### src/rtl/ex_bitpack.sv
// Streaming bit-field packer: deposits 1..32-bit fields into 32-bit words.
// Define EX_BITPACK_MSB_FIRST_EN to fill words from bit 31 downward instead of bit 0 upward.
module ex_bitpack #(
    parameter int WORD_W = 32,
    parameter int SIZE_W = 5
) (
    input  logic              clk,
    input  logic              rst,
    input  logic              in_valid,
    output logic              in_ready,
    input  logic [WORD_W-1:0] in_data,
    input  logic [SIZE_W-1:0] in_size,
    input  logic              in_last,
    output logic              out_valid,
    input  logic              out_ready,
    output logic [WORD_W-1:0] out_data,
    output logic [5:0]        out_bits,
    output logic              out_last
);

    logic [63:0] r_acc;
    logic [6:0]  r_cnt;
    logic        r_flush_pend;

    logic [6:0]  w_width;
    logic [31:0] w_mask;
    logic [63:0] w_masked;
    logic [63:0] w_field_pos;
    logic [63:0] w_acc_shift;
    logic        w_in_fire;
    logic        w_out_fire;

    assign w_width  = 7'(in_size) + 7'd1;
    // Shifting all-ones right keeps width-32 fields fully unmasked without a 33-bit term.
    assign w_mask   = 32'hFFFF_FFFF >> (5'd31 - 5'(in_size));
    assign w_masked = {32'd0, in_data & w_mask};

`ifdef EX_BITPACK_MSB_FIRST_EN
    // Current word lives in acc[63:32]; a field's MSB lands at bit 63-cnt.
    assign w_field_pos = w_masked << (7'd64 - r_cnt - w_width);
    assign w_acc_shift = r_acc << 32;
    assign out_data    = r_acc[63:32];
`else
    assign w_field_pos = w_masked << r_cnt;
    assign w_acc_shift = r_acc >> 32;
    assign out_data    = r_acc[31:0];
`endif

    assign in_ready   = (r_cnt < 7'd32) && !r_flush_pend;
    assign out_valid  = (r_cnt >= 7'd32) || (r_flush_pend && (r_cnt != 7'd0));
    assign out_bits   = (r_cnt >= 7'd32) ? 6'd32 : r_cnt[5:0];
    assign out_last   = r_flush_pend && (r_cnt <= 7'd32);
    assign w_in_fire  = in_valid && in_ready;
    assign w_out_fire = out_valid && out_ready;

    // in_ready and out_valid are mutually exclusive, so at most one branch fires.
    always_ff @(posedge clk or posedge rst) begin
        if (rst) begin
            r_acc        <= 64'd0;
            r_cnt        <= 7'd0;
            r_flush_pend <= 1'b0;
        end else if (w_in_fire) begin
            r_acc        <= r_acc | w_field_pos;
            r_cnt        <= r_cnt + w_width;
            r_flush_pend <= r_flush_pend | in_last;
        end else if (w_out_fire) begin
            r_acc <= w_acc_shift;
            r_cnt <= r_cnt - {1'b0, out_bits};
            if (out_last) begin
                r_flush_pend <= 1'b0;
            end
        end
    end

endmodule
### config.mk
export PLATFORM = sky130hd
export DESIGN_NAME = ex_bitpack
export DESIGN_NICKNAME = d
export VERILOG_FILES = /design/src/rtl/ex_bitpack.sv
export SDC_FILE = /design/constraint.sdc
export NUM_CORES = 1
export LEC_CHECK = 0
export CAP_MARGIN = 20
export CORE_MARGIN = 1
export CORE_UTILIZATION = 60
export CTS_BUF_LIST = sky130_fd_sc_hd__clkbuf_4 sky130_fd_sc_hd__clkbuf_8
export DETAILED_ROUTE_END_ITERATION = 6
export DONT_BUFFER_PORTS = 1
export PLACE_DENSITY = 0.76
export SLEW_MARGIN = 20
export SYNTH_ARGS = -nofsm -noshare
export SYNTH_HDL_FRONTEND = slang
export SYNTH_SLANG_ARGS = --single-unit
### constraint.sdc
create_clock -name clk -period 3.8 [get_ports clk]
set_input_delay 0.76 -clock clk [delete_from_list [all_inputs] [get_ports clk]]
set_output_delay 0.76 -clock clk [all_outputs]
set_load 0.03 [all_outputs]
==> flow_summary.ini <==
[floorplan]
ioPinCount = 83
die_h_um = 107
rows = 38
core_sq_um = 10800
initial_utilization_pct = 61.5
die_x_um = 107
dieArea_sq_um = 11500

[setup_path]
crit_type = flip-flop to flip-flop
r2r.worst_path.cells = 8
end_kind = flip-flop
critPathRequiredTime_ns = 4.04
critPathCapture = r_acc[40]
critPathLaunchType = flip-flop
r2r-end = r_acc[40]
rrSetupSlack_ns = 0.78
cp-startpoint = r_cnt[1]
crit_fanout = 37
rr_startpoint = r_cnt[1]
crit_arrival_ns = 3.26

[logic_synthesis]
synth.distinct_cells = 85
netlist_area_sq_um = 6640
ys_seq_elements = 72
ys_seq_area_share_pct = 27.1
synth.top_cells.by_area = dfrtp_1 27%, nand2_1 5.3%, a21oi_1 5.0%
synth.top_cells.by_count = 94 x nand2_1, 88 x nor2_1, 72 x dfrtp_1
syn_inst = 855
yosysMostFrequentCell = nand2_1
synth-edff-count = 0
synth_nets = 904
avgSynthCellArea_sq_um = 7.77
synth_area_leader_cell = dfrtp_1
netlist.area_leader.share_pct = 27.1
ys_warn_count = 0
synthFlopType = dfrtp_1
ys_async_sr_fraction_pct = 100

[clock_tree]
cts_tree = built
post_cts_resized = 0
hold_buffers = 0
cts_sinks = 72
htreeDepth = 3
cts_made_buffers = 9
clk_pin_slew_ns = 0.09
insertion_delay_ns = 0.38
clockBufferDepth = 2
cts_root_buffer = clkbuf_8
post-cts-setup-buffer-count = 0

[drt]
drc = 0
routed_wl_um = 23700
ant_nets = 0
first_iter_violations = 1038
dr.pass1.iters = 7
via_per_inst = 7.37
avgRoutedWirePerCell_um = 25.5
dr_total_vias = 6848

[final_layout]
final_nets = 833
drive_above_1_share_pct = 10.9
final-seq-area_sq_um = 1800
fin_util_pct = 61.7
diodes = 0
multi_input_area_sq_um = 4150
fill_cells = 956
syn2layout_area_growth_pct = 0.283

[sta]
period_needed_ns = 3.02
hold_viol = 0
fmax_mhz = 331
relSlewSlack_pct = 38.4
skew_ns = 0.0136
report.final.slew_viol_count = 0
hold_ws_ns = 0.498
finalSetupViolCount = 0
worstMarginPinSlew_ns = 0.924
grt_setup_unrepaired = false
tns_ns = 0
fin_crit_sh_pct = 79.5
fin_ws_ns = 0.778

[run]
drv_cap = 0

[global_routing]
grt_max_degree = 73
grt_overflow = 0
grt_pass1_wl_um = 36400
antenna_found_initial = 0
grt_use_total_pct = 42.0
grt_pass1_vias = 6298

[place]
post-place-ws_ns = 0.907
port_buffers = 0
dpl.hpwl_um = 17000
place_congestion = 0.985

[hold_path]
hold_path.class = flip-flop to flip-flop

[pwr]
ir_drop_v = 0.000590
leakage_nw = 2.67
p_per_area_nw_per_um2 = 900

[run_status]
status = finished clean
-- registers in the layout, indices dropped and copies added, names as in the netlist --
register,count
r_cnt,7
r_acc,64
r_flush_pend,1
-- logic make-up after synthesis --
kind of cell,after synthesis,synth area share (%)
compound gates,316,32.8
xor+xnor,3,0.396
fa+ha+maj,7,1.43
buf+inv,132,10.5
flops,72,27.1
mux,39,7.50
other cells,1,0.0565
simple gates,285,20.2
-- per-stage QoR --
stage | std cells | instance area (sq um) | power (W)
after floorplan | 855 | 6640 | 0.00437
after global placement | 913 | 6430 | 0.00506
after detailed placement | 913 | 6430 | 0.00511
after CTS | 929 | 6660 | 0.00584
after global routing | 929 | 6660 | 0.00629
final | 929 | 6660 | 0.00599
-- report_power, final --
| part | internal [W] | leakage [nW] | switching (W) |
|---|---|---|---|
| registers | 0.00103 | 0.939 | 0.000584 |
| logic | 0.00123 | 1.63 | 0.00244 |
| clock network | 0.000389 | 0.105 | 0.000325 |
-- area by class of cell --
class                      instances  share of cell area [%]
sequential                        72                    27.1
inverter                          22                    1.24
clock inverter                     6                    1.37
tap                              140                    2.63
clock buffer                      10                    2.07
multi-input combinational        651                    62.3
timing repair buffer              28                    3.34
-- per-layer routing --
metal	up-vias	part of all wire, %	GRT usage (%)
met5	-	0	0
met4	0	4.3	19.1
met3	85	11	8.69
met2	463	46	65.9
met1	3281	39	55.6
li1	3019	-	-
-- how the worst min path moves through the flow --
stage	startpoint	end	slack (ns)	cells past startpoint
3_3_place_gp	r_acc[56]	r_acc[24]	0.47	2
6_report	r_acc[52]	r_acc[52]	0.50	1
2_1_floorplan	r_acc[55]	r_acc[23]	0.45	2
3_5_place_dp	r_acc[56]	r_acc[24]	0.47	2
4_1_cts	r_acc[52]	r_acc[52]	0.50	1
5_1_grt	r_acc[54]	r_acc[54]	0.51	2
-- layout by cell type, fill, tap and decap left out, types with 10 or more instances in the layout --
master    netlist  routed
o21ai_0        52      52
inv_1          18      17
a21oi_1        66      66
nand2_1        94      93
nor2_1         88      88
buf_4          39      27
mux2i_1        25      25
dfrtp_1        72      71
a31oi_1        18      18
nor3_1         15      15
clkbuf_8        0      10
o211ai_1       18      18
nand3_1        25      25
a211oi_1       19      19
o22ai_1        16      16
-- critical path, cell delays in order, from the launching register on --
cell and delay, ns:
dfrtp_2 0.37, buf_4 0.36, buf_4 0.40, mux2i_1 0.24
a211oi_1 0.12, a21oi_1 0.54, mux2i_1 0.28, a2111oi_0 0.48
a311oi_1 0.08
No activity file was read; power rests on OpenSTA's default activity.
